===== src/rtl/ann_io_pkg.sv =====
// Shared constants and state type for the best-index readout path.
// Geometry of the query grid and the blocked output order live here.
package ann_io_pkg;

  localparam int DATA_WIDTH = 11;
  localparam int ROW_SIZE   = 26;
  localparam int COL_SIZE   = 19;
  localparam int BLOCKING   = 4;
  localparam int NUM_QUERYS = ROW_SIZE * COL_SIZE;
  localparam int ADDR_WIDTH = $clog2(NUM_QUERYS);

  localparam int HALF_ROW = ROW_SIZE / 2;
  localparam int NUM_XBLK = (HALF_ROW + BLOCKING - 1) / BLOCKING;

  typedef enum logic [1:0] {
    IDLE,
    ISSUE,
    DRAIN
  } stream_state_t;

endpackage


===== src/rtl/ann_result_fifo2.sv =====
// Two-entry synchronous FIFO feeding the IO output mux.
// A pop on an empty FIFO is ignored; push and pop in one cycle keep the count.
module ann_result_fifo2 #(
  parameter int WIDTH = 11
) (
  input  logic             clk,
  input  logic             rst,
  input  logic             wenq,
  input  logic [WIDTH-1:0] wdata,
  input  logic             deq,
  output logic [WIDTH-1:0] rdata,
  output logic             rempty_n,
  output logic [1:0]       count
);

  logic [WIDTH-1:0] slot0;
  logic [WIDTH-1:0] slot1;
  logic             wr_ptr;
  logic             rd_ptr;
  logic             push;
  logic             pop;

  always_comb begin
    pop      = deq && (count != 2'd0);
    push     = wenq && ((count != 2'd2) || pop);
    rempty_n = (count != 2'd0);
    rdata    = rd_ptr ? slot1 : slot0;
  end

  // Writes always land in the slot not being presented, so the head stays stable.
  always_ff @(posedge clk) begin
    if (rst) begin
      slot0  <= '0;
      slot1  <= '0;
      wr_ptr <= 1'b0;
      rd_ptr <= 1'b0;
      count  <= 2'd0;
    end else begin
      if (push) begin
        if (wr_ptr) slot1 <= wdata;
        else        slot0 <= wdata;
        wr_ptr <= ~wr_ptr;
      end
      if (pop) rd_ptr <= ~rd_ptr;
      case ({push, pop})
        2'b10:   count <= count + 2'd1;
        2'b01:   count <= count - 2'd1;
        default: count <= count;
      endcase
    end
  end

endmodule


===== src/rtl/ann_result_streamer.sv =====
// Walks the best-index memory in blocked order after a start pulse and
// streams one index per word through a small output FIFO to the host.
module ann_result_streamer
  import ann_io_pkg::*;
(
  input  logic                  wb_clk_i,
  input  logic                  wb_rst_i,
  input  logic                  send_best_arr,
  output logic                  mem_ren_o,
  output logic [ADDR_WIDTH-1:0] mem_raddr_o,
  input  logic [DATA_WIDTH-1:0] mem_rdata_i,
  output logic [DATA_WIDTH-1:0] out_fifo_rdata,
  output logic                  out_fifo_rempty_n,
  input  logic                  out_fifo_deq,
  output logic                  busy_o,
  output logic                  done_o
);

  localparam int CW  = $clog2(NUM_QUERYS + ROW_SIZE) + 1;
  localparam int WCW = $clog2(NUM_QUERYS + 1);

  localparam logic [CW-1:0]  C_HALF      = CW'(HALF_ROW);
  localparam logic [CW-1:0]  C_ROW       = CW'(ROW_SIZE);
  localparam logic [CW-1:0]  C_BLK       = CW'(BLOCKING);
  localparam logic [CW-1:0]  C_BLK_LAST  = CW'(BLOCKING - 1);
  localparam logic [CW-1:0]  C_Y_LAST    = CW'(COL_SIZE - 1);
  localparam logic [WCW-1:0] C_LAST_WORD = WCW'(NUM_QUERYS - 1);

  stream_state_t state;
  stream_state_t state_next;

  logic                  px;
  logic [CW-1:0]         xpos;
  logic [CW-1:0]         xi;
  logic [CW-1:0]         y_cnt;
  logic [CW-1:0]         row_base;
  logic [CW-1:0]         col_base;
  logic [WCW-1:0]        word_cnt;
  logic [ADDR_WIDTH-1:0] cur_addr;
  logic                  xi_wrap;
  logic                  y_wrap;
  logic                  x_wrap;

  logic       rd_valid;
  logic [1:0] fifo_count;
  logic [2:0] occupancy;
  logic       pop;
  logic       credit_ok;
  logic       issue;
  logic       final_pop;

  // A pop this edge frees a slot, so it is credited back before the next issue.
  always_comb begin
    pop        = out_fifo_deq && out_fifo_rempty_n;
    occupancy  = {1'b0, fifo_count} + {2'b00, mem_ren_o} + {2'b00, rd_valid} - {2'b00, pop};
    credit_ok  = (occupancy < 3'd2);
    issue      = 1'b0;
    final_pop  = 1'b0;
    state_next = state;
    case (state)
      IDLE: begin
        if (send_best_arr) begin
          issue      = 1'b1;
          state_next = ISSUE;
        end
      end
      ISSUE: begin
        if (credit_ok) begin
          issue = 1'b1;
          if (word_cnt == C_LAST_WORD) state_next = DRAIN;
        end
      end
      DRAIN: begin
        if (pop && (fifo_count == 2'd1) && !mem_ren_o && !rd_valid) begin
          final_pop  = 1'b1;
          state_next = IDLE;
        end
      end
      default: state_next = IDLE;
    endcase
  end

  always_comb begin
    cur_addr = ADDR_WIDTH'(col_base + row_base + xi);
    xi_wrap  = (xi == C_BLK_LAST) || ((xpos + xi + CW'(1)) >= C_HALF);
    y_wrap   = (y_cnt == C_Y_LAST);
    x_wrap   = ((xpos + C_BLK) >= C_HALF);
  end

  // Nested px/x/y/xi walk; the final tuple wraps every counter back to word 0.
  always_ff @(posedge wb_clk_i) begin
    if (wb_rst_i) begin
      px       <= 1'b0;
      xpos     <= '0;
      xi       <= '0;
      y_cnt    <= '0;
      row_base <= '0;
      col_base <= '0;
      word_cnt <= '0;
    end else if (issue) begin
      word_cnt <= (word_cnt == C_LAST_WORD) ? '0 : word_cnt + WCW'(1);
      if (!xi_wrap) begin
        xi <= xi + CW'(1);
      end else begin
        xi <= '0;
        if (!y_wrap) begin
          y_cnt    <= y_cnt + CW'(1);
          row_base <= row_base + C_ROW;
        end else begin
          y_cnt    <= '0;
          row_base <= '0;
          if (!x_wrap) begin
            xpos     <= xpos + C_BLK;
            col_base <= col_base + C_BLK;
          end else begin
            xpos     <= '0;
            px       <= ~px;
            col_base <= px ? '0 : C_HALF;
          end
        end
      end
    end
  end

  always_ff @(posedge wb_clk_i) begin
    if (wb_rst_i) begin
      state       <= IDLE;
      mem_ren_o   <= 1'b0;
      mem_raddr_o <= '0;
      rd_valid    <= 1'b0;
      busy_o      <= 1'b0;
      done_o      <= 1'b0;
    end else begin
      state     <= state_next;
      mem_ren_o <= issue;
      if (issue) mem_raddr_o <= cur_addr;
      rd_valid  <= mem_ren_o;
      busy_o    <= (state_next != IDLE);
      done_o    <= final_pop;
    end
  end

  ann_result_fifo2 #(
    .WIDTH(DATA_WIDTH)
  ) u_fifo (
    .clk     (wb_clk_i),
    .rst     (wb_rst_i),
    .wenq    (rd_valid),
    .wdata   (mem_rdata_i),
    .deq     (out_fifo_deq),
    .rdata   (out_fifo_rdata),
    .rempty_n(out_fifo_rempty_n),
    .count   (fifo_count)
  );

endmodule

===== config.mk =====
export PLATFORM = sky130hd
export DESIGN_NAME = ann_result_streamer
export DESIGN_NICKNAME = d
export VERILOG_FILES = /design/src/rtl/ann_io_pkg.sv /design/src/rtl/ann_result_fifo2.sv /design/src/rtl/ann_result_streamer.sv
export SDC_FILE = /design/constraint.sdc
export NUM_CORES = 1
export LEC_CHECK = 0
export ABC_AREA = 1
export CAP_MARGIN = 5
export CORE_UTILIZATION = 39
export DETAILED_ROUTE_END_ITERATION = 6
export PLACE_DENSITY_LB_ADDON = 0.25
export SLEW_MARGIN = 20
export SYNTH_ARGS = -nofsm -noshare
export SYNTH_HDL_FRONTEND = slang
export SYNTH_SLANG_ARGS = --single-unit

===== constraint.sdc =====
create_clock -name wb_clk_i -period 9.1 [get_ports wb_clk_i]
set_input_delay 1.365 -clock wb_clk_i [delete_from_list [all_inputs] [get_ports wb_clk_i]]
set_output_delay 1.365 -clock wb_clk_i [all_outputs]
set_load 0.03 [all_outputs]

Yosys cells after proc, flatten, opt, wreduce, memory -nomap -nowiden
Cells that the tools add are included.
- $add $sub $neg: 15
- multipliers: 0
- div/mod/pow operators: 0
- order comparisons: 3
- equal/unequal tests: 9
- shifts and indexed selects: 0
- multiplexer cells: 18
- bitwise operators: 4
- reduce and logical (&&, ||, !) cells: 19
- operators by type and width (operator ; count):
    $mux W11 ; 6
    $add A11 B1 Y11 const B ; 3
    $add A11 B3 Y11 const B ; 2
    $ge A11 B4 Y1 const B ; 2
    $add A9 B9 Y9 ; 2
    $add A11 B11 Y11 ; 1
    $add A11 B5 Y11 const B ; 1
    $eq A11 B2 Y1 const B ; 1
    $eq A11 B5 Y1 const B ; 1
    $add A9 B1 Y9 const B ; 1
    $eq A9 B9 Y1 const B ; 1
    $mux W9 ; 1
    $mux W2 ; 4
    $eq A2 B1 Y1 const B ; 3
    $pmux W2 S3 ; 1
    $reduce_and A2 Y1 ; 3
    $reduce_bool A2 Y1 ; 3
    $logic_and A1 B1 Y1 ; 5
    $eq A2 B2 Y1 const B ; 2
    $mux W4 ; 1
    $not A1 Y1 ; 4
    $pmux W2 S2 ; 1
    $reduce_and A4 Y1 ; 1
    $add A2 B1 Y3 ; 1
    13 further kinds ; 17
- bits in registers: 106
- bits in latches: 0
- RAM bits: 0
- ROM bits: 0
- bits of input ports: 15
- word-level logic and storage cells: 86
- memories: 0

Logic depth before layout (Yosys ltp)
Gate-level depths: netlist (run 1).
- word-level depth: 8
- depth in mapped cells: 21

Modules after synthesis
A second synthesis (run 1) with hierarchy kept.
- cells, all modules: 821
- area, all modules: 5816.8 µm²
- modules (own cells, without submodules) (module ; instances ; cells an instance ; area an instance (µm²)):
    ann_result_streamer ; 1 ; 653 ; 4578.1
    ann_result_fifo2 ; 1 ; 168 ; 1238.7

Worst setup path after synthesis (run 1)
No wires, ideal clock.
- path type: input-to-reg
- from: input port out_fifo_deq
- to: register xi[9]
- library setup time: 120 ps
- arrival: 3910 ps
- data required time: 8980 ps
- slack: 5071 ps
- stages on the path: 16
- path buffers: 0
- path through: nand2_1 -> inv_1 -> ha_1 -> inv_1 -> ha_1 -> a21o_1 -> fa_1 -> nor3_2 -> o21ai_2 -> inv_1 -> nand4_1 -> nor2_1 -> nand2_1 -> or2_0 -> nand3_1 -> nor2_1
- word-level cells in the longest chain between the ends: 5
- RTL lines (item ; line ; RTL):
    start: declaration ; ann_result_streamer.sv:14 ; input logic out_fifo_deq,
    $logic_and A1 B1 Y1 ; ann_result_streamer.sv:54 ; pop = out_fifo_deq && out_fifo_rempty_n;
    net pop ; ann_result_streamer.sv:47 ; logic pop;
    $sub A3 B1 Y3 ; ann_result_streamer.sv:55 ; occupancy = {1'b0, fifo_count} + {2'b00, mem_ren_o} + {2'b00, rd_valid} - {2'b00, pop};
    $lt A3 B2 Y1 ; ann_result_streamer.sv:56 ; credit_ok = (occupancy < 3'd2);
    $mux W1 ; ann_result_streamer.sv:68 ; if (credit_ok) begin
    $pmux W1 S2 ; ann_result_streamer.sv:60 ; case (state)
    end signal: assignment ; ann_result_streamer.sv:103 ; xi <= xi + CW'(1);
    end: declaration ; ann_result_streamer.sv:34 ; logic [CW-1:0] xi;
The timed path passes the listed nets, and every way through them passes these cells.
A chain may end at the register's enable or synchronous reset.

Worst setup path in the final report (run 1)
Ends and elaborated chain as after synthesis.

==> run_results.csv, run 1 <==
group,metric,value,unit
drt,met1_length,6340,um
clock_network,clockBufferDepth,2,
worst_hold_path,min_delay_worst_endpoint,"u_fifo.slot0[7]",
final_layout,antenna_cells,0,
timing,worstMarginPinSlew,751,ps
timing,relSlewSlack,0.499,
drt,routed_wl,12500,um
worst_setup_path,timing.critical_path.from,"out_fifo_deq",
drt,wl_met3,480,um
grt,grt_pass1_wl,21400,um
clock_network,clk_pin_slew,70,ps
worst_setup_path,reg2reg_from,"u_fifo.count[1]",
clock_network,cts_setup_buffers,0,
timing,fin_skew,5.07,ps
worst_hold_path,holdCritPathClass,"reg -> reg",
timing,period_share,0.548,
logic_synthesis,ys_seq_area_frac,0.347,
logic_synthesis,netlist_instances,796,
job,cap_violations,0,
drt,routedWlPerCell,12.5,um
clock_network,cts_buffers,9,
power_and_ir_drop,power_density,177,nW/um2
grt,grt_usage,0.179,
floorplan,dieArea,15000,um2
worst_setup_path,crit_path_max_fanout,44,
worst_setup_path,r2r_end,"xi[9]",
floorplan,fp.dieW,122,um
worst_hold_path,whs_path_depth,2,
clock_network,holdBufCountCts,0,
clock_network,cts.sinks,98,
timing,max_freq,200,MHz
worst_setup_path,worstRegToRegCells,20,
logic_synthesis,ys_seq_elements,98,
worst_setup_path,rrSetupSlack,4830,ps
final_layout,drive_gt1_frac,0.0437,
clock_network,cts-htree-levels,3,
drt,vias,4906,
worst_setup_path,max_stage_delay,460,ps
power_and_ir_drop,peakVddDrop,0.140,mV
drt,drc,0,
logic_synthesis,ys_warn_count,0,
grt,grt_overflow_total,0,
final_layout,areaGrowthSynthToFinish,14.1,%
floorplan,num_rows,43,
drt,via_per_inst,4.89,
logic_synthesis,yosys.cell_types.count,40,
final_layout,nNetsFinal,874,
timing,hold_viol,0,
placement,dpl.hpwl,8720,um
clock_network,clkLatencyLatePin,350,ps
logic_synthesis,synth_nets,851,
logic_synthesis,syn_area_per_cell,7.11,um2
floorplan,die-height,122,um
drt,wl_met2,5490,um
timing,fin_setup_tns,0,ps
timing,slew_viol_final,0,
logic_synthesis,netlist_area,5660,um2
clock_network,cts_tree,"done",
clock_network,cts_resized,0,
worst_setup_path,crit_slowest_cell,"buf_4",
worst_setup_path,critPathMostFrequentCell,"inv_1",
drt,ant_nets,0,
clock_network,cts-root-buf,"clkbuf_16",
floorplan,initial_core_util,0.404,
worst_setup_path,crit_type,"in -> reg",
timing,fin_crit,4990,ps
drt,top_layer_used,"met4",
worst_hold_path,min_from,"u_fifo.slot0[7]",
grt,grt_max_degree,45,
grt,antenna_found_initial,0,
timing,setup_viol,0,
status,run_status,"complete, no violations",
worst_setup_path,worstPathArrival,5220,ps
worst_setup_path,start_kind,"input port",
placement,place_congestion,0.840,
grt,grt_pass1_vias,4563,
power_and_ir_drop,p_leak,0.00272,uW
placement,portBuffers,38,
timing,holdWs,449,ps
drt,firstDrtPassIters,4,
worst_setup_path,endpoint_kind,"register",
worst_setup_path,cp.required,9340,ps
final_layout,fillers,1429,
floorplan,design.core.area,14000,um2
worst_setup_path,crit_chain,"clkdlybuf4s50_1 -> nand2_1 -> inv_1 -> ha_1 -> inv_1 -> ha_1 -> a21o_1 -> fa_1 -> nor3_2 -> o21ai_2 -> inv_1 -> buf_4 -> nand4_1 -> nor2_1 -> nand2_1 -> or2_0 -> nand3_1 -> nor2_1",
timing,rsz0062_at_grt,"false",
drt,drt_iter0_markers,242,
floorplan,ios,39,
-- flip-flops by register name, indices dropped and copies added (netlist names), 2 cells and up --
register	cells
u_fifo.slot0	11
u_fifo.slot1	11
y_cnt	11
word_cnt	9
xpos	9
state	2
col_base	8
mem_raddr_o	9
xi	11
row_base	8
u_fifo.count	2
-- where the power goes --
part	switching, uW	leakage, uW	internal, uW	total (uW)
Sequential	32.6	0.000795	460	493
Clock	168	0.000145	228	396
Combinational	164	0.00178	92.5	257
-- routing by layer --
metal,up-vias,track usage
li1,2626,-
met5,-,0
met3,14,0.0460
met2,71,0.287
met4,0,0.0587
met1,2195,0.234
-- layout by cell type (no fill, tap or decap), types with 8 or more instances in the layout --
| master | count |
|---|---|
| nand2_1 | 149 |
| inv_1 | 107 |
| nor2_1 | 98 |
| dfxtp_1 | 98 |
| a21oi_1 | 73 |
| o21ai_0 | 57 |
| clkdlybuf4s50_1 | 38 |
| nand3_1 | 37 |
| ha_1 | 32 |
| nand4_1 | 28 |
| xor2_1 | 25 |
| nor3_1 | 14 |
| clkbuf_16 | 9 |
| xnor2_1 | 8 |
| fa_1 | 8 |
-- Yosys cell counts (all sizes together) --
cell	number	area, um2
nand2	152	588
inv	110	413
nor2	99	374
dfxtp	98	1960
a21oi	73	365
o21ai	58	294
nand3	40	223
ha	32	400
nand4	28	175
xor2	25	219
clkbuf	17	65.1
nor3	16	96.4
buf	12	80.1
fa	8	160
xnor2	8	70.1
nand3b	5	37.5
nor3b	5	57.6
o211ai	2	15.0
o22ai	2	12.5
a21o	1	7.51
nor4	1	6.26
o221a	1	11.3
o221ai	1	8.76
o41ai	1	8.76
or2	1	6.26
-- critical path, delay by kind of cell --
family                   cells  cell delay [ps]
AO/OA/AOI/OAI                2              420
adder cells (fa/ha/maj)      3              970
buffers and inverters        5             1200
AND/OR/NAND/NOR              8             1260
-- how the worst max path moves through the flow --
stage	to	slack, ps
finish	xi[9]	4110
global route	xi[9]	3680
CTS	xi[9]	4110
detailed placement	word_cnt[7]	3750
global placement	xi[9]	3820
floorplan	xi[9]	5070
-- cells by family after synthesis --
family          after synthesis  synth area share
compound gates              139             0.128
buf+inv                     139            0.0986
flops                        98             0.347
fa+ha+maj                    40            0.0991
simple gates                347             0.276
xor+xnor                     33            0.0511
-- per-stage QoR --
stage	total power [uW]	worst slack [ps]	cell area, um2	instances	util
after CTS	1160	4110	6450	1004	0.461
after detailed placement	761	3750	6140	988	0.439
after global routing	1210	3680	6450	1004	0.461
after global placement	760	3820	6140	988	0.439
final	1150	4110	6450	1004	0.461
after floorplan	680	5070	5660	796	-
-- final cells by class --
cell class / count / area, um2 / area share
clock inverter: 4 / 50.0 / 0.00776
inverter: 110 / 413 / 0.0640
multi-input combinational: 559 / 3140 / 0.487
clock buffer: 12 / 256 / 0.0398
sequential: 98 / 1960 / 0.304
timing repair buffer: 41 / 403 / 0.0624
tap: 180 / 225 / 0.0349
Power figures use the tool's default switching activity.
==> inputs of run 2 (changes only) <==
==> constraint.sdc (replaced) <==
create_clock -name wb_clk_i -period 4.29 [get_ports wb_clk_i]
set_input_delay 0.6435 -clock wb_clk_i [delete_from_list [all_inputs] [get_ports wb_clk_i]]
set_output_delay 0.6435 -clock wb_clk_i [all_outputs]
set_load 0.03 [all_outputs]
==> run_results.csv, run 2 (synthesized netlist as in run 1, its figures left out) <==
group,metric,value,unit
floorplan,fp.dieW,122,um
worst_setup_path,endpoint_kind,"register",
power_and_ir_drop,p_sw_frac,0.319,
timing,worstMarginPinSlew,1050,ps
job,cap_violations,0,
timing,fin_skew,6.22,ps
power_and_ir_drop,power_density,376,nW/um2
final_layout,nNetsFinal,877,
drt,vias,4957,
worst_setup_path,crit_type,"reg -> reg",
floorplan,initial_core_util,0.404,
timing,max_freq,276,MHz
worst_setup_path,critical_path_buf_inv_count,7,
worst_setup_path,max_stage_delay,440,ps
status,run_status,"complete, no violations",
worst_setup_path,crit_path_max_fanout,29,
drt,ant_nets,0,
timing,setup_viol,0,
worst_setup_path,start_kind,"register",
worst_setup_path,worstPathArrival,3910,ps
worst_setup_path,crit_slowest_cell,"fa_1",
timing,hold_viol,0,
clock_network,cts_tree,"done",
floorplan,design.core.area,14000,um2
timing,slew_viol_final,0,
timing,fin_setup_tns,0,ps
timing,period_share,0.846,
drt,routedWlPerCell,12.4,um
placement,placed_area,6170,um2
clock_network,cts-htree-levels,3,
timing,fin_crit,3630,ps
final_layout,stdcell_area,6470,um2
worst_hold_path,holdCritPathClass,"reg -> reg",
worst_setup_path,crit_family,"adder cells",
floorplan,ios,39,
placement,dpl.hpwl,8930,um
grt,grt_usage,0.177,
timing,holdWs,448,ps
worst_setup_path,crit_chain,"inv_1 -> ha_1 -> inv_1 -> nand2_1 -> inv_1 -> ha_1 -> inv_1 -> ha_1 -> a21o_1 -> fa_1 -> nor3_2 -> o21ai_2 -> inv_1 -> buf_12 -> nand2_4 -> inv_1 -> nand2_1 -> a21oi_1",
final_layout,final_cell_mix,"nand2_1 (149), inv_1 (107), nor2_1 (98), dfxtp_1 (98), a21oi_1 (73)",
clock_network,cts-root-buf,"clkbuf_16",
power_and_ir_drop,p_leak,0.00273,uW
clock_network,clkLatencyLatePin,350,ps
floorplan,die-height,122,um
final_layout,antenna_cells,0,
drt,firstDrtPassIters,5,
final_layout,areaGrowthSynthToFinish,14.3,%
clock_network,cts_resized,0,
drt,drc,0,
drt,routed_wl,12500,um
grt,grt_overflow_total,0,
placement,place_congestion,0.820,
clock_network,clockBufferDepth,2,
clock_network,holdBufCountCts,0,
clock_network,cts_setup_buffers,0,
clock_network,cts_buffers,9,
placement,portBuffers,38,
clock_network,clk_pin_slew,70,ps
final_layout,drive_gt1_frac,0.0448,
grt,antenna_found_initial,0,
power_and_ir_drop,power,2430,uW
final_layout,layout_commonest_cell,"nand2_1",
grt,grt_pass1_wl,20900,um
power_and_ir_drop,p_int,1650,uW
drt,via_per_inst,4.93,
power_and_ir_drop,power_frac_comb,0.234,
grt,grt_pass1_vias,4409,
timing,rsz0062_at_grt,"false",
power_and_ir_drop,peakVddDrop,0.222,mV
power_and_ir_drop,power_switching,775,uW
worst_setup_path,critPathMostFrequentCell,"inv_1",
clock_network,cts.sinks,98,
power_and_ir_drop,power_frac_seq,0.431,
floorplan,dieArea,15000,um2
drt,drt_iter0_markers,261,
floorplan,num_rows,43,
timing,relSlewSlack,0.297,
worst_setup_path,cp.required,4570,ps
power_and_ir_drop,clock_power_share,0.335,
grt,grt_max_degree,40,
run 2: power groups by stage:
stage | Clock, uW | Sequential [uW] | Combinational [uW]
after CTS | 839 | 1050 | 577
after detailed placement | 0 | 1070 | 574
after floorplan | 0 | 1080 | 362
after global placement | 0 | 1070 | 570
final | 814 | 1050 | 569
after global routing | 871 | 1060 | 634
run 2: worst min-delay path, stage by stage, from the launching register on:
cell,delay [ps]
dfxtp_1,300
inv_1,50
a21oi_1,50
run 2: layout make-up:
cell class | instances | area [um2]
fillers | 1440 | 7520
flip-flops and latches | 98 | 1960
repair buffers | 44 | 438
multi-input cells | 559 | 3140
clock inverters | 4 | 53.8
clock buffers | 10 | 239
inverters | 110 | 413
well taps | 180 | 225
run 2: path summary, 6_finish.rpt:
path,cells after the start,from,end,slack (ps)
max,18,u_fifo.count[1],row_base[1],660
min,2,u_fifo.slot0[8],u_fifo.slot0[8],450
max reg2reg,18,u_fifo.count[1],row_base[1],660
min reg2reg,2,u_fifo.slot0[8],u_fifo.slot0[8],450
run 2: metal layers:
layer / share of wire / track usage / routed length, um / vias up
met5: 0 / 0 / 0 / -
met4: 0.020 / 0.0640 / 244 / 0
met3: 0.047 / 0.0502 / 589 / 12
met2: 0.44 / 0.280 / 5540 / 69
met1: 0.49 / 0.227 / 6090 / 2250
li1: - / - / - / 2626
run 2: per-stage QoR:
stage	util	std cells	worst slack [ps]
after global placement	0.441	991	402
final	0.462	1005	663
after floorplan	-	796	789
after global routing	0.462	1005	340
after detailed placement	0.441	991	337
after CTS	0.462	1005	631
